===== config.mk =====
export PLATFORM = sky130hd
export DESIGN_NAME = uart_tx_frame
export DESIGN_NICKNAME = d
export VERILOG_FILES = /design/src/rtl/uart_tx_frame.sv
export SDC_FILE = /design/constraint.sdc
export NUM_CORES = 1
export LEC_CHECK = 0
export ABC_AREA = 1
export CAP_MARGIN = 20
export CORE_ASPECT_RATIO = 0.7
export CORE_MARGIN = 1
export CORE_UTILIZATION = 45
export CTS_CLUSTER_SIZE = 25
export DETAILED_ROUTE_END_ITERATION = 6
export GPL_TIMING_DRIVEN = 0
export PLACE_DENSITY = 0.76
export SETUP_SLACK_MARGIN = 0.1
export SLEW_MARGIN = 20
export SYNTH_ARGS = -nofsm -noshare
export SYNTH_HDL_FRONTEND = slang
export SYNTH_SLANG_ARGS = --single-unit

===== constraint.sdc =====
create_clock -name clk -period 2.09 [get_ports clk]
set_clock_uncertainty 0.05 [all_clocks]
set_input_delay 0.5225 -clock clk [delete_from_list [all_inputs] [get_ports clk]]
set_output_delay 0.5225 -clock clk [all_outputs]
set_load 0.02 [all_outputs]

===== src/rtl/uart_tx_frame.sv =====
// uart_tx_frame: UART transmitter with start bit, 5-9 data bits LSB first, optional parity, 1-2 stop bits.
module uart_tx_frame #(
    parameter int CLK_FREQ   = 1000000,
    parameter int BAUD_RATE  = 100000,
    parameter int DIV        = CLK_FREQ / BAUD_RATE,
    parameter int DATA_BITS  = 8,
    parameter int PARITY_EN  = 0,
    parameter int PARITY_ODD = 0,
    parameter int STOP_BITS  = 1
) (
    input  logic                 clk,
    input  logic                 rst,
    input  logic                 tx_valid,
    input  logic [DATA_BITS-1:0] tx_data,
    output logic                 tx_ready,
    output logic                 uart_txd,
    output logic                 tx_done
);
    localparam int CW = (DIV > 2) ? $clog2(DIV) : 1;

    if (DATA_BITS < 5 || DATA_BITS > 9 || (STOP_BITS != 1 && STOP_BITS != 2) || DIV < 2 ||
        CLK_FREQ <= 0 || BAUD_RATE <= 0) begin : g_bad_param
        $error("uart_tx_frame: illegal parameter set");
    end

    typedef enum logic [2:0] {IDLE, START, DATA, PARITY, STOP} state_e;

    state_e               state_q, state_d;
    logic [CW-1:0]        cnt_q, cnt_d;
    logic [3:0]           bit_q, bit_d;
    logic [DATA_BITS-1:0] shift_q, shift_d;
    logic                 par_q, par_d;
    logic                 txd_q, txd_d;
    logic                 ready_q, ready_d;
    logic                 done_q, done_d;
    logic                 bnd;

    assign bnd = cnt_q == CW'(DIV - 1);

    always_comb begin
        state_d = state_q;
        bit_d   = bit_q;
        shift_d = shift_q;
        par_d   = par_q;
        done_d  = 1'b0;
        case (state_q)
            IDLE: if (tx_valid && ready_q) begin
                state_d = START;
                shift_d = tx_data;
                par_d   = ^tx_data ^ (PARITY_ODD != 0);
                bit_d   = '0;
            end
            START: if (bnd) state_d = DATA;
            DATA: if (bnd) begin
                shift_d = shift_q >> 1;
                bit_d   = bit_q + 4'd1;
                if (bit_q == 4'(DATA_BITS - 1)) begin
                    bit_d   = '0;
                    state_d = (PARITY_EN != 0) ? PARITY : STOP;
                end
            end
            PARITY: if (bnd) state_d = STOP;
            STOP: if (bnd) begin
                bit_d = bit_q + 4'd1;
                if (bit_q == 4'(STOP_BITS - 1)) begin
                    bit_d   = '0;
                    state_d = IDLE;
                    done_d  = 1'b1;
                end
            end
            default: state_d = IDLE;
        endcase
        cnt_d   = (state_q == IDLE || bnd) ? '0 : cnt_q + CW'(1);
        // Outputs are registered, so they are decoded from the next state.
        txd_d   = (state_d == START)  ? 1'b0 :
                  (state_d == DATA)   ? shift_d[0] :
                  (state_d == PARITY) ? par_d : 1'b1;
        ready_d = state_d == IDLE;
    end

    always_ff @(posedge clk) begin
        if (rst) begin
            state_q <= IDLE;
            cnt_q   <= '0;
            bit_q   <= '0;
            shift_q <= '0;
            par_q   <= 1'b0;
            txd_q   <= 1'b1;
            ready_q <= 1'b1;
            done_q  <= 1'b0;
        end else begin
            state_q <= state_d;
            cnt_q   <= cnt_d;
            bit_q   <= bit_d;
            shift_q <= shift_d;
            par_q   <= par_d;
            txd_q   <= txd_d;
            ready_q <= ready_d;
            done_q  <= done_d;
        end
    end

    assign tx_ready = ready_q;
    assign uart_txd = txd_q;
    assign tx_done  = done_q;
endmodule

==> flow_metrics.env <==
export IMPL_grt_max_degree=15
export IMPL_p_total_mw=0.952
export IMPL_maxSlewViolCount=0
export IMPL_antenna_found_initial=0
export IMPL_worstPathRequired_ps=1520
export IMPL_synth_nets=211
export IMPL_numCtsBuffers=3
export IMPL_core_area_um2=2820
export IMPL_grt_use_met3=0.0500
export IMPL_peakVddDrop_uv=464
export IMPL_outcome="completed"
export IMPL_ys_types=27
export IMPL_startpoint_type="flop"
export IMPL_grt_most_used_layer="met2"
export IMPL_crit_buf_inv=1
export IMPL_r2r_start="cnt_q[0]"
export IMPL_slew_headroom=0.685
export IMPL_grt_pass1_vias=968
export IMPL_place_ws_ps=136
export IMPL_worstHoldStart="shift_q[6]"
export IMPL_layout_min_cycle_time_ps=1780
export IMPL_die_h_um=47.8
export IMPL_hpwlAfterDp_mm=1.99
export IMPL_leakagePower_nw=0.758
export IMPL_setup_tns_ps=0
export IMPL_num_vias=1196
export IMPL_place_congestion=0.850
export IMPL_grt_pass1_wl_mm=4.28
export IMPL_die_area_um2=3230
export IMPL_drive_gt1_frac=0.142
export IMPL_finalHoldViolations=0
export IMPL_num_rows=16
export IMPL_use_met1=0.263
export IMPL_netlist_instances=196
export IMPL_critPathArrivalTime_ps=1210
export IMPL_cts_setup_buffers=0
export IMPL_postLayoutSetupSlackWorst_ps=308
export IMPL_ios=14
export IMPL_drt_total_wl_mm=2.59
export IMPL_yosys_warnings=0
export IMPL_hold_path_class="flop to flop"
export IMPL_critPathTopFamily="buffers and inverters"
export IMPL_drt_pass1_iterations=4
export IMPL_cts_resized=0
export IMPL_fmax_mhz=561
export IMPL_drtAntennaViolNets=0
export IMPL_clock_sinks=23
export IMPL_track_usage=0.182
export IMPL_p_per_area_nw_per_um2=609
export IMPL_setup_viol=0
export IMPL_worstSetupPathType="flop to output port"
export IMPL_clk_pin_slew_ps=90
export IMPL_crit_chain="clkdlybuf4s50_1"
export IMPL_drc_errors=0
export IMPL_nets=228
export IMPL_rsz0062_at_grt="no"
export IMPL_syn_area_um2=1350
export IMPL_hold_buffers=0
export IMPL_cts_tree="done"
export IMPL_met2_usage=0.263
export IMPL_critPathCaptureType="output port"
export IMPL_h_tree_depth=1
export IMPL_post_route_period_util=0.853
export IMPL_clk_latency_ps=270
export IMPL_tightest_slew_ps=473
export IMPL_grt_overflow_total=0
export IMPL_synth_seq_cells=23
export IMPL_synth_seq_area_share=0.341
export IMPL_areaGrowthSynthToFinish_pct=15.8
export IMPL_diodes=0
export IMPL_cp_slowest_cell="clkdlybuf4s50_1"
export IMPL_synth_area_per_cell_um2=6.89
export IMPL_drt_iter0_markers=42
export IMPL_initial_core_util=0.478
export IMPL_critical_path_max_stage_delay_ps=600
export IMPL_cts_root_buf="clkbuf_8"
export IMPL_critPathMaxFanout=2
export IMPL_port_buffer_count=12
export IMPL_cap_violations=0
export IMPL_clock_tree_buffer_depth=2
export IMPL_critPathLaunch="tx_ready"
export IMPL_avgViaCountPerCell=4.82
export IMPL_wl_per_cell_um=10.5
export IMPL_die_w_um=67.5
==> layout by cell type (no fill, tap or decap), drive strengths merged <==
| cell | instances |
|---|---|
| nand2 | 68 |
| inv | 28 |
| dfxtp | 23 |
| nor2 | 23 |
| nand3 | 14 |
| a21oi | 13 |
| clkdlybuf4s50 | 12 |
| a22oi | 6 |
| o21ai | 6 |
| clkbuf | 5 |
| ha | 4 |
| xor2 | 2 |
| xnor2 | 2 |
| nand3b | 1 |
| clkinv | 1 |
| nand4 | 1 |
| nor4 | 1 |
| and2 | 1 |
| clkinvlp | 1 |
==> path summary, 6_finish.rpt <==
path	end	cells after the start	slack, ps
max	tx_ready	1	310
min	shift_q[6]	2	420
max reg2reg	bit_q[0]	8	500
min reg2reg	shift_q[6]	2	420
==> report_power, final <==
| group | internal, mW | leakage (nW) | switching (mW) |
|---|---|---|---|
| clock network | 0.135 | 0.0217 | 0.156 |
| logic | 0.0744 | 0.549 | 0.112 |
| registers | 0.460 | 0.187 | 0.0142 |
==> cells by family after synthesis <==
group,count (synthesis),synth area share
AOI/OAI and AO/OA,25,0.109
xor gates and xnor gates,4,0.0260
adders and majority gates,4,0.0371
DFF,23,0.341
buffers and inverters,31,0.0890
and+or+nand+nor,109,0.398
==> layout make-up <==
class                   count  area (µm²)
plain buffers               2        7.51
clock buffers               3        41.3
clock inverters             1        7.51
fillers                   263        1260
inverters                  29         113
multi-input cells         142         769
flip-flops and latches     23         460
well taps                  36        45.0
repair buffers             12         120
==> through the flow <==
step | hold slack [ps] | cell area (µm²) | instances | utilization
finish | 418 | 1560 | 248 | 0.554
global route | 436 | 1560 | 248 | 0.554
CTS | 421 | 1560 | 248 | 0.554
detailed placement | 408 | 1520 | 244 | 0.537
global placement | 399 | 1520 | 244 | 0.537
floorplan | 383 | 1350 | 196 | -
==> synth_stat cells <==
cell type | instances | area share
a21oi_2 | 2 | 0.013
o21ai_0 | 5 | 0.019
and2_4 | 1 | 0.0065
nor2_8 | 1 | 0.015
inv_4 | 1 | 0.0046
nor2_1 | 17 | 0.047
clkinv_2 | 1 | 0.0037
nand2_2 | 4 | 0.019
nand4_1 | 1 | 0.0046
nand3_1 | 10 | 0.037
xor2_1 | 2 | 0.013
nand2_1 | 62 | 0.17
nand2_4 | 2 | 0.017
dfxtp_1 | 23 | 0.34
xnor2_1 | 2 | 0.013
a22oi_1 | 6 | 0.033
inv_2 | 4 | 0.011
ha_1 | 4 | 0.037
inv_1 | 23 | 0.064
o21ai_1 | 1 | 0.0037
nand3_2 | 4 | 0.030
a21oi_1 | 11 | 0.041
nand3b_4 | 1 | 0.015
clkbuf_1 | 2 | 0.0056
nor2_2 | 3 | 0.014
nor2_4 | 2 | 0.017
nor4_1 | 1 | 0.0046
==> sequential cells by signal (all words and copies together) (netlist names) <==
| register | flops |
|---|---|
| cnt_q | 4 |
| uart_txd | 1 |
| tx_ready | 1 |
| state_q | 3 |
| shift_q | 8 |
| tx_done | 1 |
| par_q | 1 |
| bit_q | 4 |
==> layer usage <==
layer  up-vias  part of all wire
met5         -                 0
li1        648                 -
met1       520              0.55
met2        26              0.39
met3         2             0.051
met4         0            0.0073
No activity file was read; power rests on OpenSTA's default activity.
